`src/rtl/dmem_arbiter_if.sv`:
```
// dmem_arbiter_if: one requester port of the data-memory arbiter.
//
// Handshake: the requester raises req with we/funct3/addr/wdata stable and
// holds them until ack. ack is a one-cycle pulse; err and rdata are valid
// only while ack is high and read as zero otherwise. A req still high in the
// cycle after ack is taken as a new request.
interface dmem_arbiter_if #(
    parameter int ADDR_W = 6
);
    logic              req;
    logic              we;
    logic [2:0]        funct3;
    logic [ADDR_W-1:0] addr;
    logic [31:0]       wdata;
    logic              ack;
    logic              err;
    logic [31:0]       rdata;

    modport master (
        output req, we, funct3, addr, wdata,
        input  ack, err, rdata
    );

    modport slave (
        input  req, we, funct3, addr, wdata,
        output ack, err, rdata
    );
endinterface

```
`src/rtl/dmem_arbiter.sv`:
```
// dmem_arbiter: two-port (A = CPU, B = secondary master) arbiter and access
// sequencer for the byte-addressable data memory. Each access walks
// IDLE -> ACCESS -> DONE; illegal accesses are rejected at arbitration and
// pass through ACCESS with both memory strobes low.
//
// Build option: define DMEM_ARB_FIXED_PRIO_EN to give port A fixed priority
// on simultaneous requests (round-robin pointer removed). Default build is
// round-robin.
module dmem_arbiter #(
    parameter int ADDR_W = 6
) (
    input  logic              clk,
    input  logic              rst_n,
    dmem_arbiter_if.slave     a,
    dmem_arbiter_if.slave     b,
    output logic              mem_read,
    output logic              mem_write,
    output logic [ADDR_W-1:0] mem_addr,
    output logic [2:0]        mem_funct3,
    output logic [31:0]       mem_wdata,
    input  logic [31:0]       mem_rdata,
    output logic              busy,
    output logic [1:0]        dbg_state
);

    typedef enum logic [1:0] {
        IDLE   = 2'd0,
        ACCESS = 2'd1,
        DONE   = 2'd2
    } state_t;

    state_t            state_q;
    state_t            state_d;

    logic              win_b_q;     // served port: 0 = A, 1 = B
    logic              err_q;       // served access was rejected
    logic [31:0]       rdata_q;     // load result for the served port

    logic              a_eff;
    logic              b_eff;
    logic              grant_b;
    logic              load_grant;
    logic              sel_we;
    logic [2:0]        sel_f3;
    logic [ADDR_W-1:0] sel_addr;
    logic [31:0]       sel_wdata;
    logic              sel_illegal;
    logic              done_a;
    logic              done_b;

`ifndef DMEM_ARB_FIXED_PRIO_EN
    logic              last_b_q;    // last served port: 0 = A, 1 = B
`endif

    // Access legality: bad width code, store with unsigned code, misaligned
    // half/word, or an access whose last byte would fall past the top of
    // memory (so nothing ever wraps to address 0).
    function automatic logic illegal_f(input logic              we,
                                       input logic [2:0]        f3,
                                       input logic [ADDR_W-1:0] addr);
        logic            bad;
        logic [ADDR_W:0] size;
        logic [ADDR_W:0] end_x;
        bad  = 1'b0;
        size = (ADDR_W+1)'(1);
        case (f3)
            3'b000, 3'b100: size = (ADDR_W+1)'(1);
            3'b001, 3'b101: size = (ADDR_W+1)'(2);
            3'b010:         size = (ADDR_W+1)'(4);
            default:        bad  = 1'b1;
        endcase
        if (we && f3[2])
            bad = 1'b1;
        if ((f3[1:0] == 2'b01) && addr[0])
            bad = 1'b1;
        if ((f3[1:0] == 2'b10) && (addr[1:0] != 2'b00))
            bad = 1'b1;
        end_x = {1'b0, addr} + size;
        if (end_x > {1'b1, {ADDR_W{1'b0}}})
            bad = 1'b1;
        return bad;
    endfunction

    // Arbitration, request selection and FSM next state.
    always_comb begin
        // The port being acked in DONE still holds req; mask it for this cycle.
        a_eff = a.req && !((state_q == DONE) && !win_b_q);
        b_eff = b.req && !((state_q == DONE) && win_b_q);
`ifdef DMEM_ARB_FIXED_PRIO_EN
        grant_b = b_eff && !a_eff;
`else
        grant_b = b_eff && (!a_eff || !last_b_q);
`endif
        load_grant  = ((state_q == IDLE) || (state_q == DONE)) && (a_eff || b_eff);
        sel_we      = grant_b ? b.we     : a.we;
        sel_f3      = grant_b ? b.funct3 : a.funct3;
        sel_addr    = grant_b ? b.addr   : a.addr;
        sel_wdata   = grant_b ? b.wdata  : a.wdata;
        sel_illegal = illegal_f(sel_we, sel_f3, sel_addr);

        state_d = state_q;
        case (state_q)
            IDLE:    if (a_eff || b_eff) state_d = ACCESS;
            ACCESS:  state_d = DONE;
            DONE:    state_d = (a_eff || b_eff) ? ACCESS : IDLE;
            default: state_d = IDLE;
        endcase
    end

    // FSM state register.
    always_ff @(posedge clk or negedge rst_n) begin
        if (!rst_n)
            state_q <= IDLE;
        else
            state_q <= state_d;
    end

    // Winner, memory-side registers and load-result capture.
    always_ff @(posedge clk or negedge rst_n) begin
        if (!rst_n) begin
            win_b_q    <= 1'b0;
            err_q      <= 1'b0;
            rdata_q    <= '0;
            mem_read   <= 1'b0;
            mem_write  <= 1'b0;
            mem_addr   <= '0;
            mem_funct3 <= '0;
            mem_wdata  <= '0;
        end else if (load_grant) begin
            win_b_q    <= grant_b;
            err_q      <= sel_illegal;
            mem_read   <= !sel_illegal && !sel_we;
            mem_write  <= !sel_illegal && sel_we;
            mem_addr   <= sel_addr;
            mem_funct3 <= sel_f3;
            mem_wdata  <= sel_wdata;
        end else if (state_q == ACCESS) begin
            // Strobes last exactly the ACCESS cycle; stores and rejected
            // accesses return zero.
            mem_read  <= 1'b0;
            mem_write <= 1'b0;
            rdata_q   <= mem_read ? mem_rdata : 32'h0;
        end
    end

`ifndef DMEM_ARB_FIXED_PRIO_EN
    // Round-robin pointer: remembers the last granted port; resets to B so
    // that A wins the first tie.
    always_ff @(posedge clk or negedge rst_n) begin
        if (!rst_n)
            last_b_q <= 1'b1;
        else if (load_grant)
            last_b_q <= grant_b;
    end
`endif

    assign done_a = (state_q == DONE) && !win_b_q;
    assign done_b = (state_q == DONE) && win_b_q;

    assign a.ack   = done_a;
    assign a.err   = done_a && err_q;
    assign a.rdata = done_a ? rdata_q : 32'h0;
    assign b.ack   = done_b;
    assign b.err   = done_b && err_q;
    assign b.rdata = done_b ? rdata_q : 32'h0;

    assign busy      = (state_q != IDLE);
    assign dbg_state = state_q;

endmodule

```
`src/flat_wrapper.sv`:
```
// flat-port wrapper written by rule: the top's interface ports become plain ports
module dmem_arbiter_flat 
#(
    parameter int ADDR_W = 6
)
  (clk, rst_n, mem_read, mem_write, mem_addr, mem_funct3, mem_wdata, mem_rdata, busy, dbg_state, a_req, a_we, a_funct3, a_addr, a_wdata, a_ack, a_err, a_rdata, b_req, b_we, b_funct3, b_addr, b_wdata, b_ack, b_err, b_rdata);
  dmem_arbiter_if #(.ADDR_W(ADDR_W)) a_i ();
  dmem_arbiter_if #(.ADDR_W(ADDR_W)) b_i ();
  input  logic clk;
  input  logic rst_n;
  output logic mem_read;
  output logic mem_write;
  output logic [ADDR_W-1:0] mem_addr;
  output logic [2:0] mem_funct3;
  output logic [31:0] mem_wdata;
  input  logic [31:0] mem_rdata;
  output logic busy;
  output logic [1:0] dbg_state;
  input wire logic [$bits(a_i.req)-1:0] a_req;
  input wire logic [$bits(a_i.we)-1:0] a_we;
  input wire logic [$bits(a_i.funct3)-1:0] a_funct3;
  input wire logic [$bits(a_i.addr)-1:0] a_addr;
  input wire logic [$bits(a_i.wdata)-1:0] a_wdata;
  output wire logic [$bits(a_i.ack)-1:0] a_ack;
  output wire logic [$bits(a_i.err)-1:0] a_err;
  output wire logic [$bits(a_i.rdata)-1:0] a_rdata;
  input wire logic [$bits(b_i.req)-1:0] b_req;
  input wire logic [$bits(b_i.we)-1:0] b_we;
  input wire logic [$bits(b_i.funct3)-1:0] b_funct3;
  input wire logic [$bits(b_i.addr)-1:0] b_addr;
  input wire logic [$bits(b_i.wdata)-1:0] b_wdata;
  output wire logic [$bits(b_i.ack)-1:0] b_ack;
  output wire logic [$bits(b_i.err)-1:0] b_err;
  output wire logic [$bits(b_i.rdata)-1:0] b_rdata;
  assign a_i.req = a_req;
  assign a_i.we = a_we;
  assign a_i.funct3 = a_funct3;
  assign a_i.addr = a_addr;
  assign a_i.wdata = a_wdata;
  assign a_ack = a_i.ack;
  assign a_err = a_i.err;
  assign a_rdata = a_i.rdata;
  assign b_i.req = b_req;
  assign b_i.we = b_we;
  assign b_i.funct3 = b_funct3;
  assign b_i.addr = b_addr;
  assign b_i.wdata = b_wdata;
  assign b_ack = b_i.ack;
  assign b_err = b_i.err;
  assign b_rdata = b_i.rdata;
  dmem_arbiter #(.ADDR_W(ADDR_W)) u_core (.clk(clk), .rst_n(rst_n), .a(a_i), .b(b_i), .mem_read(mem_read), .mem_write(mem_write), .mem_addr(mem_addr), .mem_funct3(mem_funct3), .mem_wdata(mem_wdata), .mem_rdata(mem_rdata), .busy(busy), .dbg_state(dbg_state));
endmodule
```
`config.mk`:
```
export PLATFORM = sky130hd
export DESIGN_NAME = dmem_arbiter_flat
export DESIGN_NICKNAME = d
export VERILOG_FILES = /design/src/rtl/dmem_arbiter_if.sv /design/src/rtl/dmem_arbiter.sv /design/src/flat_wrapper.sv
export SDC_FILE = /design/constraint.sdc
export NUM_CORES = 1
export LEC_CHECK = 0
export ABC_AREA = 0
export ABC_CLOCK_PERIOD_IN_PS = 3700
export BUFFER_PORTS_ARGS = -buffer_cell sky130_fd_sc_hd__buf_2
export CORE_MARGIN = 5
export CORE_UTILIZATION = 45
export DETAILED_ROUTE_END_ITERATION = 7
export PLACE_DENSITY = 0.79
export SLEW_MARGIN = 40
export SYNTH_ARGS = -nofsm -noshare
export SYNTH_HDL_FRONTEND = slang
export SYNTH_SLANG_ARGS = --single-unit
```
`constraint.sdc`:
```
create_clock -name clk -period 3.7 [get_ports clk]
set_input_delay 0.74 -clock clk [delete_from_list [all_inputs] [get_ports clk]]
set_output_delay 0.74 -clock clk [all_outputs]
set_load 0.02 [all_outputs]
```
==> out/results.md, run 1 <==
| Parameter | Reported |
| --- | --- |
| Portion of the post-synthesis area used by sequential elements | 48.1% |
| Synthesized area per cell | 8.21 µm² |
| First-pass DRT Iterations | 4 |
| Worst setup SP type | register |
| Initial Utilization | 45.7% |
| Total GRT Usage | 21.5% |
| Most instantiated flip-flop cell in the synthesis netlist | sky130_fd_sc_hd__dfrtp_1 |
| Hold crit path type | in -> async |
| Number of sinks driven by the clock tree | 80 |
| Total clock buffers created by CTS | 9 |
| Count of nets after finishing | 849 |
| Layout Area Growth over Synthesis | 34.3% |
| Worst-path clk slew | 0.08 ns |
| Portion of netlist area occupied by mux cells | 0.872% |
| # hold bufs at CTS | 0 |
| Post-synthesis net count | 631 |
| GRT overflow | 0 |
| Maximum capacitance violations | 0 |
| Type of the worst setup path | reg -> reg |
| Finished Cell Area | 5590 µm² |
| Maximum fanout along the worst path | 7 |
| Area taken by multi-input logic gates | 1990 µm² |
| Actual slew at the worst max-slew pin | 0.709 ns |
| Fmax | 291 MHz |
| Routed wire length | 12,500 µm |
| Quantity of I/O buffers inserted on ports | 233 |
| # diodes | 0 |
| Combinational family with the most area after synthesis | simple AND/OR/NAND/NOR gates |
| Worst setup margin | 0.260 ns |
| Die Width | 106 µm |
| Count of synthesis-stage warnings from yosys | 0 |
| Worst setup slack after placement | 0.0249 ns |
| Area share of the leading cell type in the synthesized netlist | 47.5% |
| Number of placed I/O pins | 234 |
| FP Rows | 35 |
| Final worst path period share | 93.0% |
| Fin util | 61.4% |
| Minimum setup slack among reg-to-reg paths | 0.26 ns |
| Die height | 106 µm |
| Worst Path Arrival | 3.63 ns |
| Cell area after technology mapping | 4160 µm² |
| Number of flops mapped to enable cells by yosys | 0 |
| Clock tree root driver cell | sky130_fd_sc_hd__clkbuf_8 |
| Fraction of the mapped netlist area in compound gates | 10.0% |
| Die footprint | 11,300 µm² |
| Clock skew after layout | 0.0102 ns |
| Final Critical Period | 3.44 ns |
| Number of remaining DRC errors | 0 |
| Routed via count | 4,326 |
| Number of antenna violations at the first check in global routing | 0 |
| Reported leakage power | 3.10 nW |
| Data required time of the worst path | 3.89 ns |
| Final HPWL from detailed placement | 9700 µm |
| Max transition margin | 52.7% |
| Core box area | 9110 µm² |
| Clock tree from TritonCTS | done |
| Final setup vio count | 0 |
| Share of synthesized cell area in and, or, nand and nor gates | 35.0% |
| Placer congestion estimate | 0.889 |
| Via count of the first global-routing pass | 4,182 |
| Clock latency reported for the late side of the worst-skew pair | 0.35 ns |
| Area of placed instances | 5400 µm² |
| Maximum number of buffers from clock root to sink | 2 |
| Fraction of registers with async set/reset | 100% |
| Count of fill cells added during filler insertion | 821 |
| Area used by sequential logic in the layout | 2000 µm² |
| Crit. End Element | register |
| FF+latch count, synth | 80 |
| Xor and xnor fraction of the mapped netlist area | 0% |
| Starting DRT DRC Count | 186 |
| Worst IR Drop VDD | 0.469 mV |
| Synthesized instance count | 507 |
| Average wire per standard cell | 14.9 µm |
| Number of library cell types mapped by synthesis | 41 |
| Run status | completed |
| Library cell with the largest summed area after synthesis | sky130_fd_sc_hd__dfrtp_1 |
| RSZ-0062 raised after global routing | no |
| Fraction of the mapped netlist area in adder cells | 1.38% |
| Drt via density | 5.14 |
| Fin. Hold Viols | 0 |
| Library cell with the highest instance count after synthesis | sky130_fd_sc_hd__nand2_1 |
| Area contributors post-synth | sky130_fd_sc_hd__dfrtp_1, sky130_fd_sc_hd__nand2_1, sky130_fd_sc_hd__and2_1 |
| Wire length of the first global-routing pass | 19,800 µm |
| Layout cells sized above 1 | 37.3% |
| Number of buffers inserted to repair setup after CTS | 0 |
| Residual antenna-violating net count after detailed routing | 0 |
| H-tree level count | 3 |
| Hold Worst Slack | 0.423 ns |
| Top post-synthesis cells by count | sky130_fd_sc_hd__nand2_1, sky130_fd_sc_hd__dfrtp_1, sky130_fd_sc_hd__and2_1, sky130_fd_sc_hd__nor2_1, sky130_fd_sc_hd__a31oi_1 |
| Number of gates resized after CTS | 0 |
| Final Max Slew Viols | 0 |
| Setup TNS | 0 ns |
| Power density relative to cell area | 750 nW/µm² |
| Pin count of the biggest net entering global routing | 81 |
[cells by family (layout without fill, tap and decap cells)]
family          Yosys count  after routing
compound gates           61             61
mux                       3              3
simple gates            316            316
flops                    80             80
buf+inv                  43            266
fa+ha+maj                 4              4
[worst max-delay path, stage by stage, from the launching register on]
cell and delay (ns):
sky130_fd_sc_hd__dfrtp_1 0.47, sky130_fd_sc_hd__and3b_1 0.28, sky130_fd_sc_hd__a311o_2 0.42, sky130_fd_sc_hd__a211oi_1 0.29, sky130_fd_sc_hd__a31o_2 0.17, sky130_fd_sc_hd__ha_1 0.16, sky130_fd_sc_hd__inv_1 0.05, sky130_fd_sc_hd__fa_1 0.39
sky130_fd_sc_hd__nor2b_1 0.19, sky130_fd_sc_hd__nor4bb_2 0.35, sky130_fd_sc_hd__nor3_1 0.11, sky130_fd_sc_hd__a211oi_2 0.26, sky130_fd_sc_hd__a41oi_1 0.14
[state kept, by name, summed over array words and instances, names as in the netlist, 2 cells and up]
name / flops
u_core.dbg_state: 2
u_core.mem_addr: 6
u_core.rdata_q: 32
u_core.mem_funct3: 3
u_core.mem_wdata: 32
[power breakdown]
group,switching [W],internal [W],total (W)
Sequential,0.000286,0.00130,0.00159
Combinational,0.00133,0.000672,0.00201
Clock,0.000314,0.000281,0.000595
Total,0.00193,0.00226,0.00419
[layout by cell type (no fill, tap or decap), types with 2 or more instances in the layout]
master	count
sky130_fd_sc_hd__a31oi_1	38
sky130_fd_sc_hd__clkinvlp_4	2
sky130_fd_sc_hd__ha_1	3
sky130_fd_sc_hd__nor3_1	3
sky130_fd_sc_hd__nor4_1	2
sky130_fd_sc_hd__a32o_1	2
sky130_fd_sc_hd__inv_2	2
sky130_fd_sc_hd__o21ai_0	4
sky130_fd_sc_hd__nand3b_1	2
sky130_fd_sc_hd__buf_2	232
sky130_fd_sc_hd__mux2_2	2
sky130_fd_sc_hd__nand3_1	36
sky130_fd_sc_hd__a211oi_1	2
sky130_fd_sc_hd__clkbuf_8	11
sky130_fd_sc_hd__a21oi_1	5
sky130_fd_sc_hd__buf_4	11
sky130_fd_sc_hd__dfrtp_1	79
sky130_fd_sc_hd__nor2b_1	2
sky130_fd_sc_hd__inv_1	4
sky130_fd_sc_hd__nand2b_1	3
sky130_fd_sc_hd__and2_1	66
sky130_fd_sc_hd__nor2_1	43
sky130_fd_sc_hd__nand2_1	153
[stage by stage]
| step | instances | power [W] |
|---|---|---|
| 2_1_floorplan | 507 | 0.00289 |
| 3_3_place_gp | 824 | 0.00354 |
| 3_5_place_dp | 825 | 0.00363 |
| 4_1_cts | 841 | 0.00422 |
| 5_1_grt | 841 | 0.00450 |
| 6_report | 841 | 0.00419 |
[layer usage]
metal	vias to the layer above	part of all wire [%]	global-route usage [%]
li1	2105	-	-
met1	1996	40	25.9
met2	206	49	36.8
met3	19	8.8	5.65
met4	0	2.0	8.05
met5	-	0	0
[path summary, 6_finish.rpt]
kind | start | endpoint | cells after the start
max | u_core.dbg_state[0]$_DFFE_PN0P_ | u_core.err_q$_DFFE_PN0P_ | 12
min | rst_n | u_core.rdata_q[2]$_DFFE_PN0P_ | 1
max reg2reg | u_core.dbg_state[0]$_DFFE_PN0P_ | u_core.err_q$_DFFE_PN0P_ | 12
min reg2reg | u_core.rdata_q[11]$_DFFE_PN0P_ | u_core.rdata_q[11]$_DFFE_PN0P_ | 2
max in group asynchronous | rst_n | u_core.mem_wdata[6]$_DFFE_PN0P_ | 1
min in group clk | u_core.rdata_q[11]$_DFFE_PN0P_ | u_core.rdata_q[11]$_DFFE_PN0P_ | 2
[area by class of cell]
class	count	area share (%)
Clock buffer	12	2.78
Multi-Input combinational cell	384	35.5
Tap cell	111	2.48
Timing Repair Buffer	244	22.4
Sequential cell	80	35.8
Inverter	6	0.403
Clock inverter	4	0.515
Note: power is estimated with default switching activity, not from simulation.
==> run 2: changes to the inputs <==
Settings changed: RECOVER_POWER from default to 100.
==> out/results.md, run 2 (same netlist as run 1, synthesis figures left out) <==
| Parameter | Reported | vs previous |
| --- | --- | --- |
| Run status | finished, violations left |  |
| Violated checks | capacitance limit, slew limit |  |
| Final HPWL from detailed placement | 9700 µm | unchanged |
| Total internal power | 0.00215 W | -4.7% |
| Clock network power share | 14.6% | +0.4 points |
| Routed via count | 4,280 | -1.1% |
| Initial Utilization | 45.7% | unchanged |
| Die Width | 106 µm | unchanged |
| Destination of the worst register-to-register timing path | u_core.err_q$_DFFE_PN0P_ |  |
| Data required time of the worst path | 3.89 ns | about the same |
| Final Max Slew Viols | 81 | +81 |
| Number of antenna violations at the first check in global routing | 0 | unchanged |
| Hold crit path type | reg -> reg |  |
| RSZ-0062 raised after global routing | no |  |
| Clock tree from TritonCTS | done |  |
| H-tree level count | 3 | unchanged |
| Maximum capacitance violations | 1 | +1 |
| Quantity of I/O buffers inserted on ports | 233 | unchanged |
| Sequential Power Share | 39.0% | +1.1 points |
| Final setup vio count | 0 | unchanged |
| Residual antenna-violating net count after detailed routing | 0 | unchanged |
| Layout cells sized above 1 | 24.9% | -12 points |
| Average wire per standard cell | 15.0 µm | +0.62% |
| Most common library cell in the layout ignoring fill and taps | sky130_fd_sc_hd__nand2_1 |  |
| Power density relative to cell area | 750 nW/µm² | +0.11% |
| Number of cells on the worst hold path | 2 |  |
| Cell-by-cell listing of the critical path | nand2b_1, a311o_2, a211oi_1, a31o_2, ha_1, inv_1, fa_1, nor2b_1, nor4bb_1, nor3_1, a211oi_2, a41oi_1 |  |
| Worst-path clk slew | 0.07 ns | about the same |
| Final Critical Period | 3.45 ns | +0.0146 ns |
| RR Startpoint | u_core.dbg_state[0]$_DFFE_PN0P_ |  |
| Fmax | 289 MHz | -0.42% |
| Core box area | 9110 µm² | unchanged |
| Setup TNS | 0 ns | unchanged |
| Sw frac | 47.4% | +1.2 points |
| Number of instances in the placed design | 825 | unchanged |
| Worst IR Drop VDD | 0.444 mV | -5.4% |
| Total clock buffers created by CTS | 9 | unchanged |
| Crit. End Element | register |  |
| Critical-path top delay cell | sky130_fd_sc_hd__a311o_2 |  |
| Number of placed I/O pins | 234 | unchanged |
| Hold Crit Start | u_core.rdata_q[11]$_DFFE_PN0P_ |  |
| Cell depth of the worst flop-to-flop path | 12 | unchanged |
| Clock tree root driver cell | sky130_fd_sc_hd__clkbuf_8 |  |
| # diodes | 0 | unchanged |
| Pin count of the biggest net entering global routing | 81 | unchanged |
| Worst setup SP type | register |  |
| Die height | 106 µm | unchanged |
| Wire length of the first global-routing pass | 19,800 µm | unchanged |
| Worst Path Arrival | 3.64 ns | about the same |
| Final worst path period share | 93.4% | +0.39 points |
| Actual slew at the worst max-slew pin | 1.96 ns | +1.26 ns |
| FP Rows | 35 | unchanged |
| Drt via density | 5.09 | -1.1% |
| Placer congestion estimate | 0.889 | unchanged |
| Starting DRT DRC Count | 185 | -0.54% |
| Total GRT Usage | 21.5% | unchanged |
| Type of the worst setup path | reg -> reg |  |
| Combinational share of power | 46.4% | -1.5 points |
| Number of remaining DRC errors | 0 | unchanged |
| Reported leakage power | 2.78 nW | -10% |
| GRT overflow | 0 | unchanged |
| Layout Area Growth over Synthesis | 30.7% |  |
| Maximum number of buffers from clock root to sink | 2 | unchanged |
| Fin util | 59.8% | -1.6 points |
| Max transition margin | -31.0% | -84 points |
| Switching power summed over all nets | 0.00193 W | about the same |
| Clock latency reported for the late side of the worst-skew pair | 0.35 ns | about the same |
| Delay of the slowest cell on the worst path | 0.46 ns | about the same |
| Number of buffers inserted to repair setup after CTS | 0 | unchanged |
| Hold Crit Endpoint | u_core.rdata_q[11]$_DFFE_PN0P_ |  |
| Largest registers | u_core.mem_wdata x32, u_core.rdata_q x32, u_core.mem_addr x6 |  |
| First-pass DRT Iterations | 4 | unchanged |
| Minimum setup slack among reg-to-reg paths | 0.25 ns | about the same |
| Clock skew after layout | 0.00857 ns | -0.00167 ns |
| Final non-filler cell total | 841 | unchanged |
| Routed wire length | 12,600 µm | +0.62% |
| Count of nets after finishing | 849 | unchanged |
| Commonest cells after routing, fill and taps aside | sky130_fd_sc_hd__nand2_1, sky130_fd_sc_hd__buf_2, sky130_fd_sc_hd__clkbuf_1 |  |
| Die footprint | 11,300 µm² | unchanged |
| Number of sinks driven by the clock tree | 80 | unchanged |
| Via count of the first global-routing pass | 4,182 | unchanged |
| # hold bufs at CTS | 0 | unchanged |
| Maximum fanout along the worst path | 7 | unchanged |
| Fin. Hold Viols | 0 | unchanged |
run 2: routing by layer:
metal	part of all wire (%)	vias to the layer above	global-route usage, %
li1	-	2101	-
met1	41	1959	25.9
met2	48	199	36.8
met3	8.6	21	5.65
met4	2.2	0	8.05
met5	0	-	0
run 2: worst max path at each step:
stage                     cells past startpoint                       end                            start
after floorplan                              14  u_core.err_q$_DFFE_PN0P_  u_core.dbg_state[0]$_DFFE_PN0P_
after detailed placement                     13  u_core.err_q$_DFFE_PN0P_                            b_req
after global routing                         12  u_core.err_q$_DFFE_PN0P_  u_core.dbg_state[0]$_DFFE_PN0P_
final                                        12  u_core.err_q$_DFFE_PN0P_  u_core.dbg_state[0]$_DFFE_PN0P_
after global placement                       13  u_core.err_q$_DFFE_PN0P_                            b_req
after CTS                                    12  u_core.err_q$_DFFE_PN0P_  u_core.dbg_state[0]$_DFFE_PN0P_
run 2: final cells by class:
cell class,count,area (µm²)
Tap cell,111,139
Multi-Input combinational cell,384,1970
Clock buffer,12,155
Timing Repair Buffer,244,1130
Fill cell,894,3670
Clock inverter,4,28.8
Sequential cell,80,2000
Inverter,6,22.5
run 2: power by group through the flow:
stage	Sequential, W	Clock [W]	Combinational, W
CTS	0.00159	0.000609	0.00202
global placement	0.00158	0	0.00196
floorplan	0.00184	0	0.00106
detailed placement	0.00160	0	0.00203
global route	0.00165	0.000646	0.00210
finish	0.00159	0.000595	0.00190
run 2: what timing repair did:
item	4_1_cts	5_1_grt
resized for setup	0	2
endpoints found under the setup margin	0	3
endpoints found under the hold margin	0	0
run 2: critical path: cells and delay by family (launching register included):
family / cells / cell delay [ns]
AND/OR/NAND/NOR: 4 / 0.92
flip-flops: 1 / 0.44
AO/OA/AOI/OAI: 5 / 1.32
buffers and inverters: 1 / 0.05
adder cells (fa/ha/maj): 2 / 0.55
run 2: through the flow:
| stage | instance area, µm² | power, W | hold slack, ns | worst slack, ns |
|---|---|---|---|---|
| floorplan | 4160 | 0.00289 | 0.444 | 0.386 |
| global route | 5440 | 0.00440 | 0.512 | 0.0280 |
| finish | 5440 | 0.00408 | 0.484 | 0.245 |
| detailed placement | 5400 | 0.00363 | 0.469 | 0.0249 |
| CTS | 5580 | 0.00422 | 0.448 | 0.162 |
| global placement | 5380 | 0.00354 | 0.458 | 0.323 |
